==> config.mk <==
export PLATFORM = sky130hd
export DESIGN_NAME = out_port_uart_tx_flat
export DESIGN_NICKNAME = d
export VERILOG_FILES = /design/src/rtl/out_port_uart_tx_pkg.sv /design/src/rtl/out_port_uart_tx_if.sv /design/src/rtl/out_port_uart_tx_byte_fifo.sv /design/src/rtl/out_port_uart_tx.sv /design/src/flat_wrapper.sv
export SDC_FILE = /design/constraint.sdc
export NUM_CORES = 1
export LEC_CHECK = 0
export CAP_MARGIN = 0
export CORE_MARGIN = 2
export CORE_UTILIZATION = 52
export DETAILED_ROUTE_END_ITERATION = 8
export PLACE_DENSITY = 0.72
export SYNTH_ARGS = -nofsm -noshare
export SYNTH_HDL_FRONTEND = slang
export SYNTH_SLANG_ARGS = --single-unit
==> constraint.sdc <==
create_clock -name clk -period 2.1 [get_ports clk]
set_input_delay 0.315 -clock clk [delete_from_list [all_inputs] [get_ports clk]]
set_output_delay 0.315 -clock clk [all_outputs]
set_load 0.1 [all_outputs]
==> src/rtl/out_port_uart_tx_pkg.sv <==
// Shared types for the CPU output-port UART transmitter.
// Holds the serialiser state encoding and frame geometry.
package out_port_uart_tx_pkg;

  typedef enum logic [1:0] {
    IDLE,
    START,
    DATA,
    STOP
  } tx_state_t;

  localparam int FRAME_BITS = 10;

endpackage

==> src/rtl/out_port_uart_tx_if.sv <==
// CPU-side byte strobe plus serial/status outputs of the UART.
// master = CPU/system side, slave = transmitter.
interface out_port_uart_tx_if #(
  parameter int FIFO_DEPTH = 4
);
  localparam int CW = $clog2(FIFO_DEPTH) + 1;

  logic          out_strobe;
  logic [7:0]    out_data;
  logic          tx;
  logic          busy;
  logic [CW-1:0] fifo_count;
  logic          overflow;

  modport master (
    output out_strobe, out_data,
    input  tx, busy, fifo_count, overflow
  );

  modport slave (
    input  out_strobe, out_data,
    output tx, busy, fifo_count, overflow
  );
endinterface

==> src/rtl/out_port_uart_tx_byte_fifo.sv <==
// Byte FIFO with combinational head read.
// A separate count register tells full from empty.
module byte_fifo #(
  parameter  int DEPTH = 4,
  localparam int AW    = $clog2(DEPTH),
  localparam int CW    = AW + 1
) (
  input  logic          clk,
  input  logic          reset,
  input  logic          push,
  input  logic [7:0]    din,
  input  logic          pop,
  output logic [7:0]    dout,
  output logic [CW-1:0] count,
  output logic          full,
  output logic          empty
);
  logic [7:0]    r_mem [DEPTH];
  logic [AW-1:0] r_wp;
  logic [AW-1:0] r_rp;
  logic [CW-1:0] r_cnt;
  logic          w_push;
  logic          w_pop;

  assign full   = (r_cnt == CW'(DEPTH));
  assign empty  = (r_cnt == '0);
  assign w_push = push && !full;
  assign w_pop  = pop && !empty;
  assign dout   = r_mem[r_rp];
  assign count  = r_cnt;

  always_ff @(posedge clk or posedge reset) begin
    if (reset) begin
      r_wp  <= '0;
      r_rp  <= '0;
      r_cnt <= '0;
    end else begin
      if (w_push) r_wp <= r_wp + AW'(1);
      if (w_pop)  r_rp <= r_rp + AW'(1);
      case ({w_push, w_pop})
        2'b10:   r_cnt <= r_cnt + CW'(1);
        2'b01:   r_cnt <= r_cnt - CW'(1);
        default: r_cnt <= r_cnt;
      endcase
    end
  end

  always_ff @(posedge clk) begin
    if (w_push) r_mem[r_wp] <= din;
  end
endmodule

==> src/rtl/out_port_uart_tx.sv <==
// Output-port receiver: buffers CPU bytes and sends them as 8N1 serial.
// Frames run back-to-back while the FIFO holds data.
module out_port_uart_tx
  import out_port_uart_tx_pkg::*;
#(
  parameter int CLKS_PER_BIT = 4,
  parameter int FIFO_DEPTH   = 4
) (
  input  logic               clk,
  input  logic               reset,
  out_port_uart_tx_if.slave  bus
);
  localparam int TW = (CLKS_PER_BIT > 1) ? $clog2(CLKS_PER_BIT) : 1;
  localparam int CW = $clog2(FIFO_DEPTH) + 1;

  tx_state_t     r_state;
  logic [TW-1:0] r_timer;
  logic [2:0]    r_idx;
  logic [7:0]    r_shift;
  logic          r_tx;
  logic          r_busy;
  logic          r_ovf;

  logic          w_full;
  logic          w_empty;
  logic          w_push;
  logic          w_pop;
  logic          w_last;
  logic [7:0]    w_head;
  logic [CW-1:0] w_count;

  assign w_last = (r_timer == TW'(CLKS_PER_BIT - 1));
  assign w_push = bus.out_strobe && !w_full;
  assign w_pop  = !w_empty &&
                  ((r_state == IDLE) || (r_state == STOP && w_last));

  byte_fifo #(
    .DEPTH (FIFO_DEPTH)
  ) u_fifo (
    .clk   (clk),
    .reset (reset),
    .push  (w_push),
    .din   (bus.out_data),
    .pop   (w_pop),
    .dout  (w_head),
    .count (w_count),
    .full  (w_full),
    .empty (w_empty)
  );

  assign bus.tx         = r_tx;
  assign bus.busy       = r_busy;
  assign bus.fifo_count = w_count;
  assign bus.overflow   = r_ovf;

  // Full is judged before the edge, so a same-edge pop never rescues a strobe
  always_ff @(posedge clk or posedge reset) begin
    if (reset) r_ovf <= 1'b0;
    else if (bus.out_strobe && w_full) r_ovf <= 1'b1;
  end

  always_ff @(posedge clk or posedge reset) begin
    if (reset) begin
      r_state <= IDLE;
      r_timer <= '0;
      r_idx   <= '0;
      r_shift <= '0;
      r_tx    <= 1'b1;
      r_busy  <= 1'b0;
    end else begin
      case (r_state)
        IDLE: begin
          r_tx    <= 1'b1;
          r_busy  <= 1'b0;
          r_timer <= '0;
          if (w_pop) begin
            r_shift <= w_head;
            r_state <= START;
            r_tx    <= 1'b0;
            r_busy  <= 1'b1;
          end
        end
        START: begin
          if (w_last) begin
            r_timer <= '0;
            r_idx   <= '0;
            r_state <= DATA;
            r_tx    <= r_shift[0];
          end else begin
            r_timer <= r_timer + TW'(1);
          end
        end
        DATA: begin
          if (w_last) begin
            r_timer <= '0;
            if (r_idx == 3'd7) begin
              r_state <= STOP;
              r_tx    <= 1'b1;
            end else begin
              r_shift <= r_shift >> 1;
              r_idx   <= r_idx + 3'd1;
              r_tx    <= r_shift[1];
            end
          end else begin
            r_timer <= r_timer + TW'(1);
          end
        end
        STOP: begin
          if (w_last) begin
            r_timer <= '0;
            if (w_pop) begin
              r_shift <= w_head;
              r_state <= START;
              r_tx    <= 1'b0;
            end else begin
              r_state <= IDLE;
              r_busy  <= 1'b0;
            end
          end else begin
            r_timer <= r_timer + TW'(1);
          end
        end
        default: r_state <= IDLE;
      endcase
    end
  end
endmodule

==> src/flat_wrapper.sv <==
// flat-port wrapper written by rule: the top's interface ports become plain ports
module out_port_uart_tx_flat import out_port_uart_tx_pkg::*;
#(
  parameter int CLKS_PER_BIT = 4,
  parameter int FIFO_DEPTH   = 4
)
  (clk, reset, bus_out_strobe, bus_out_data, bus_tx, bus_busy, bus_fifo_count, bus_overflow);
  out_port_uart_tx_if #(.FIFO_DEPTH(FIFO_DEPTH)) bus_i ();
  input  logic clk;
  input  logic reset;
  input wire logic [$bits(bus_i.out_strobe)-1:0] bus_out_strobe;
  input wire logic [$bits(bus_i.out_data)-1:0] bus_out_data;
  output wire logic [$bits(bus_i.tx)-1:0] bus_tx;
  output wire logic [$bits(bus_i.busy)-1:0] bus_busy;
  output wire logic [$bits(bus_i.fifo_count)-1:0] bus_fifo_count;
  output wire logic [$bits(bus_i.overflow)-1:0] bus_overflow;
  assign bus_i.out_strobe = bus_out_strobe;
  assign bus_i.out_data = bus_out_data;
  assign bus_tx = bus_i.tx;
  assign bus_busy = bus_i.busy;
  assign bus_fifo_count = bus_i.fifo_count;
  assign bus_overflow = bus_i.overflow;
  out_port_uart_tx #(.CLKS_PER_BIT(CLKS_PER_BIT), .FIFO_DEPTH(FIFO_DEPTH)) u_core (.clk(clk), .reset(reset), .bus(bus_i));
endmodule
After elaboration in Yosys (flattened, before gate mapping)
Memory sizes are Yosys's and may differ from the RTL's.
Index checks and enable logic that the tools add are counted.

cells by class
  add/sub/neg operators = 6
  $mul = 0
  divide/modulo/power cells = 0
  magnitude comparators = 0
  eq/ne operators = 16
  shift-type cells = 0
  multiplexer cells = 32
  bitwise gates (word level) = 0
  reductions and logical operators = 21

operators by type and width
  operator                                                number
  two-way mux 8 bit                                       4
  case mux 8 bit (3 select lines)                         1
  two-way mux 1 bit                                       12
  two-way mux 2 bit                                       6
  case mux 3 bit (2 select lines)                         2
  AND reduction 4 bit                                     3
  two-way mux 3 bit                                       3
  == test 2 bit (second input constant)                   4
  inequality test 2 x 1 -> 1 bit (second input constant)  4
  inequality test 2 bit (second input constant)           4
  case mux 2 bit (4 select lines)                         1
  adder 2 x 1 -> 2 bit (second input constant)            3
  adder 3 x 1 -> 3 bit (second input constant)            2
  == test 3 bit (second input constant)                   2
  logical AND 1 bit                                       6
  nonzero test 2 bit                                      3
  AND reduction 5 bit                                     1
  == test 2 x 1 -> 1 bit (second input constant)          2
  case mux 1 bit (4 select lines)                         1
  case mux 2 bit (2 select lines)                         1
  logical NOT 3 bit                                       1
  AND reduction 3 bit                                     1
  nonzero test 3 bit                                      1
  OR reduction 3 bit                                      1
  other kinds (5)                                         6

storage, ports and cells
  register bits = 25
  latch bits = 0
  RAM bits = 32
  memory bits (read-only) = 0
  input port bits = 11
  output and inout port bits = 6
  logic and storage cells = 86
  memories kept = 1

memory list
  memory               depth  width  rd ports  clocked after memory_dff  wr ports  line                              text
  u_core.u_fifo.r_mem  4      8      1         0                         1         out_port_uart_tx_byte_fifo.sv:18  logic [7:0] r_mem [DEPTH];

Depth between registers and ports, before layout
  depth after elaboration = 7
  mapped depth = 10
  gate-level depth less buffers = 10

Cells and area by module
From an unflattened synthesis, not the netlist that was laid out.

second synthesis, totals
  cells, all modules = 173
  area, all modules = 2600.0 um^2

modules (own cells, without submodules)
  module            instances  cells each  area each (um^2)  seq. area each (um^2)
  byte_fifo         1          80          1596.5            1136.1
  out_port_uart_tx  1          93          1003.5            451.7

Worst setup path after synthesis
Ideal clock, no wire load.

  kind = flip-flop to flip-flop
  start = reg u_core.u_fifo.r_cnt[0], in the netlist u_core.u_fifo.count[0]
  end = reg u_core.u_fifo.r_cnt[2], in the netlist u_core.u_fifo.count[2]
  library setup time = 164 ps
  data arrival time = 2553 ps
  required time = 1936 ps
  setup slack = -617 ps
  cell stages (with the launch flop) = 9
  path buffers = 0
  clock period less this slack = 2717 ps
  path through = dfrtp_1 -> nor2_1 -> a21boi_1 -> inv_1 -> ha_1 -> fa_1 -> xnor2_1 -> nor2_1 -> xor2_1

between the ends
  word-level cells in the longest chain between the ends = 6
  elaborated cells on any way between the ends = 14
  those cells by class = add/sub: 2; eq/ne: 3; mux: 1; reduce/logical: 8

RTL lines
  item                                                                          line                                                                text
  start: declaration                                                            out_port_uart_tx_byte_fifo.sv:21                                    logic [CW-1:0] r_cnt;
  start signal: assignment                                                      out_port_uart_tx_byte_fifo.sv:41                                    2'b10: r_cnt <= r_cnt + CW'(1);
  start signal: assignment                                                      out_port_uart_tx_byte_fifo.sv:42                                    2'b01: r_cnt <= r_cnt - CW'(1);
  start signal: assignment                                                      out_port_uart_tx_byte_fifo.sv:43                                    default: r_cnt <= r_cnt;
  == test 3 bit / logical NOT 3 bit (equally long branches)                     out_port_uart_tx_byte_fifo.sv:25, out_port_uart_tx_byte_fifo.sv:26
  logical NOT 1 bit (on tied branches)                                          --
  logical AND 1 bit (on tied branches)                                          out_port_uart_tx.sv:33, out_port_uart_tx.sv:34
  logical AND 1 bit (on tied branches)                                          out_port_uart_tx_byte_fifo.sv:27, out_port_uart_tx_byte_fifo.sv:28
  == test 2 x 1 -> 1 bit / == test 2 bit (equally long branches)                out_port_uart_tx_byte_fifo.sv:40                                    case ({w_push, w_pop})
  case mux 3 bit (2 select lines) / nonzero test 2 bit (equally long branches)  --

Several ways; a longest one is shown, not always the timed one.
A chain may end at the register's enable or synchronous reset.

Worst setup path in the final report
  start = reg u_core.r_state[1]
  end = reg u_core.u_fifo.r_cnt[2], in the netlist u_core.u_fifo.count[2]

between the ends
  word-level cells in the longest chain between the ends = 7
  elaborated cells on any way between the ends = 10
  those cells by class = eq/ne: 3; mux: 1; reduce/logical: 6

RTL lines
  item                                                                          line                              text
  start: declaration                                                            out_port_uart_tx.sv:16            tx_state_t r_state;
  start signal: assignment                                                      out_port_uart_tx.sv:64            r_state <= IDLE;
  start signal: assignment                                                      out_port_uart_tx.sv:78            r_state <= START;
  start signal: assignment                                                      out_port_uart_tx.sv:87            r_state <= DATA;
  == test 2 bit                                                                 out_port_uart_tx.sv:35            ((r_state == IDLE) || (r_state == STOP && w_last));
  logical AND 1 bit                                                             out_port_uart_tx.sv:35
  logical OR 1 bit *                                                            out_port_uart_tx.sv:35
  logical AND 1 bit *                                                           out_port_uart_tx.sv:34            assign w_pop = !w_empty &&
  logical AND 1 bit *                                                           out_port_uart_tx_byte_fifo.sv:28  assign w_pop = pop && !empty;
  == test 2 x 1 -> 1 bit / == test 2 bit (equally long branches)                out_port_uart_tx_byte_fifo.sv:40
  case mux 3 bit (2 select lines) / nonzero test 2 bit (equally long branches)  --

Every way passes the cells marked *; elsewhere a longest branch is shown, timed or not.

==> impl_metrics.toml <==
[finish]
stdcell_area_mm2 = 0.00313
multi_input_area_um2 = 957
antenna_cells = 0
fillers = 359
area_delta_synth_final_pct = 21.3
regArea_mm2 = 0.00160
drive_gt1_share_pct = 23.3
finalNetCount = 253

[setup_path]
critical_path_buf_inv_count = 2
critPathCaptureType = "register"
worst-setup-path-type = "register to register"
worstPathMaxFanout = 4
critPathArrivalTime_ns = 2.23
crit_top_cell = "ha_4"
cp_top_family = "adder cells"
slowest_stage = "dfrtp_1"
cp-start-kind = "register"
path_cells = "inv_1 -> ha_4 -> a21o_1 -> nand2_4 -> inv_4 -> ha_4 -> fa_2 -> xnor2_1 -> nor2_1 -> xor2_1"
crit_required_ns = 2.29
max_stage_delay_ns = 0.37

[route]
vias_per_cell = 5.34
drt-initial-drc-count = 104
antenna_left = 0
wirelength_um = 4870
avgRoutedWirePerCell_um = 16.3
vias = 1598
drt_first_pass_iters = 4
route.detailed.drc = 0

[yosys]
synth_edf_count = 32
mappedNetlistNets = 214
synth_top_flop_cell = "edfxtp_1"
synth_warnings = 0
synth_cell_types = 38
ys_ff_latch = 57
synth_cells = 188
yosysSeqAreaShare_pct = 61.6
syn_area_per_cell_um2 = 13.7
async_reset_ff_share_pct = 43.9
syn_area_mm2 = 0.00258

[global_routing]
grt_max_degree = 17
overflow = 0
track_usage_pct = 19.5
antenna_found_initial = 0
grt_first_pass_wirelength_um = 7840
grt_pass1_vias = 1654

[timing]
maxSlewViolCount = 0
hold_violations = 0
fin_worst_skew_ns = 0.00718
setup_ws_ns = 0.0640
rsz0062_at_grt = "yes"
worst_pin_slew_ns = 0.457
fin_crit_sh_pct = 97.0
setup_violations = 0
slew_headroom_pct = 69.4
max_freq_mhz = 491
fin_crit_ns = 2.04

[place]
port_buffers = 16
place.gp.congestion = 0.796
pre_cts_ws_ns = 0.0194
place_area_mm2 = 0.00286
dp_hpwl_um = 3300

[die]
core-area_mm2 = 0.00475
dieArea_mm2 = 0.00554
ios = 17
die_h_um = 74.4
std_cell_rows = 25
die_w_um = 74.4
start_util_pct = 54.2

[status]
status = "finished clean"

[pwr]
p_leak_nw = 1.28
ir_worst_vdd_uv = 1830
power_per_cell_area_mw_per_mm2 = 1680

[clocking]
clkTransAtPathRegs_ns = 0.06
clock_latency_ns = 0.32
cts_hold_buf = 0
htreeDepth = 3
clockRootBuffer = "clkbuf_8"
cts_made_buffers = 9
clock_sinks = 57
cts_tree = "yes"
clk_path_buf_depth = 2

[worst_hold_path]
min_path_type = "input port to async pin"

[flow_run]
maxCapViolCount = 0
[report_power, final]
| group | switching, W | total (W) | internal, W |
|---|---|---|---|
| registers | 0.000209 | 0.00180 | 0.00159 |
| logic | 0.00150 | 0.00253 | 0.00103 |
| clock network | 0.000399 | 0.000934 | 0.000535 |
| total | 0.00211 | 0.00527 | 0.00316 |
[worst register-to-register path: stages, from the launching register on]
cell and delay, ns:
dfrtp_1 0.37, inv_1 0.13, ha_4 0.20, a21o_1 0.19
nand2_4 0.10, inv_4 0.05, ha_4 0.16, fa_2 0.33
xnor2_1 0.15, nor2_1 0.08, xor2_1 0.16
[state kept, by name (all words and copies together), names as in the netlist]
register and cells:
u_core.r_state 2, u_core.bus.tx 1, u_core.u_fifo.r_wp 2, u_core.r_timer 2, u_core.bus.busy 1, u_core.r_shift 8
u_core.u_fifo.count 3, u_core.u_fifo.r_mem 32, u_core.u_fifo.r_rp 2, u_core.r_idx 3, u_core.bus.overflow 1
[cells in the mapped netlist, types with 2 or more instances]
library cell	n	share of area [%]
a21o_1	2	0.58
a21oi_1	2	0.39
a22oi_1	9	2.6
and2_1	4	0.97
buf_2	2	0.39
buf_4	2	0.58
dfrtp_1	24	23
edfxtp_1	32	37
ha_1	14	6.8
inv_1	8	1.2
mux2_2	3	1.3
mux2i_1	15	5.8
nand2_1	14	2.0
nor2_1	6	0.87
nor2b_1	4	0.97
nor3_1	2	0.39
o21ai_0	18	3.5
o21ai_1	2	0.39
o22a_1	2	0.68
xnor2_1	5	1.7
[cell families after synthesis]
group                    count (synthesis)  synth area share, %
flip-flops                              57                 61.6
AO/OA/AOI/OAI                           42                 11.2
AND/OR/NAND/NOR                         35                 6.94
multiplexers                            19                 8.01
adder cells (fa/ha/maj)                 15                 7.57
buffers and inverters                   14                 2.72
XOR/XNOR                                 6                 2.04
[final cells by class]
cell class              instances  share of cell area (%)
flip-flops and latches         57                    51.0
multi-input cells             117                    30.6
repair buffers                 34                    8.96
clock buffers                  11                    4.20
well taps                      67                    2.68
clock inverters                 5                    1.48
inverters                       8                    1.04
[final timing paths]
kind	slack, ns	to	cells after the start	start
setup / recovery	0.06	u_core.u_fifo.count[2]	10	u_core.r_state[1]
hold / removal	0.29	u_core.u_fifo.count[1]	2	reset
setup reg to reg	0.06	u_core.u_fifo.count[2]	10	u_core.r_state[1]
hold reg to reg	0.45	u_core.r_timer[0]	1	u_core.r_timer[0]
max in group asynchronous	1.24	u_core.r_shift[4]	3	reset
min in group clk	0.45	u_core.r_timer[0]	1	u_core.r_timer[0]
[routing by layer]
layer | track usage [%] | wire length [um] | part of all wire [%] | vias to the layer above
li1 | - | - | - | 766
met1 | 25.2 | 2190 | 45 | 795
met2 | 32.3 | 2500 | 51 | 33
met3 | 3.66 | 155 | 3.2 | 4
met4 | 8.33 | 24 | 0.49 | 0
met5 | 0 | 0 | 0 | -
[per-stage QoR]
step / setup TNS (ns) / util, % / hold slack (ns) / power (W) / cells
after floorplan: -0.116 / - / 0.342 / 0.00358 / 188
after global placement: 0 / 60.2 / 0.428 / 0.00404 / 273
after detailed placement: 0 / 60.2 / 0.443 / 0.00416 / 273
after CTS: 0 / 64.4 / 0.295 / 0.00514 / 292
after global routing: -0.0298 / 65.8 / 0.341 / 0.00558 / 299
final: 0 / 65.8 / 0.291 / 0.00527 / 299
[cells in the final DEF, fill, tap and decap left out, drive strengths merged, types with 3 or more instances in the layout]
| cell type | instances |
|---|---|
| edfxtp | 32 |
| buf | 24 |
| dfrtp | 24 |
| o21ai | 20 |
| mux2i | 15 |
| nand2 | 15 |
| ha | 14 |
| clkbuf | 11 |
| clkdlybuf4s50 | 10 |
| a22oi | 9 |
| inv | 8 |
| nor2 | 6 |
| xnor2 | 5 |
| nor2b | 4 |
| and2 | 4 |
| clkinv | 4 |
| mux2 | 3 |
[what timing repair did]
action,4_1_cts,5_1_grt
gates cloned,0,0
buffers inserted,3,7
resized for setup,0,3
pin swaps,1,4
endpoints found under the setup margin,1,2
No activity file was read; power rests on OpenSTA's default activity.
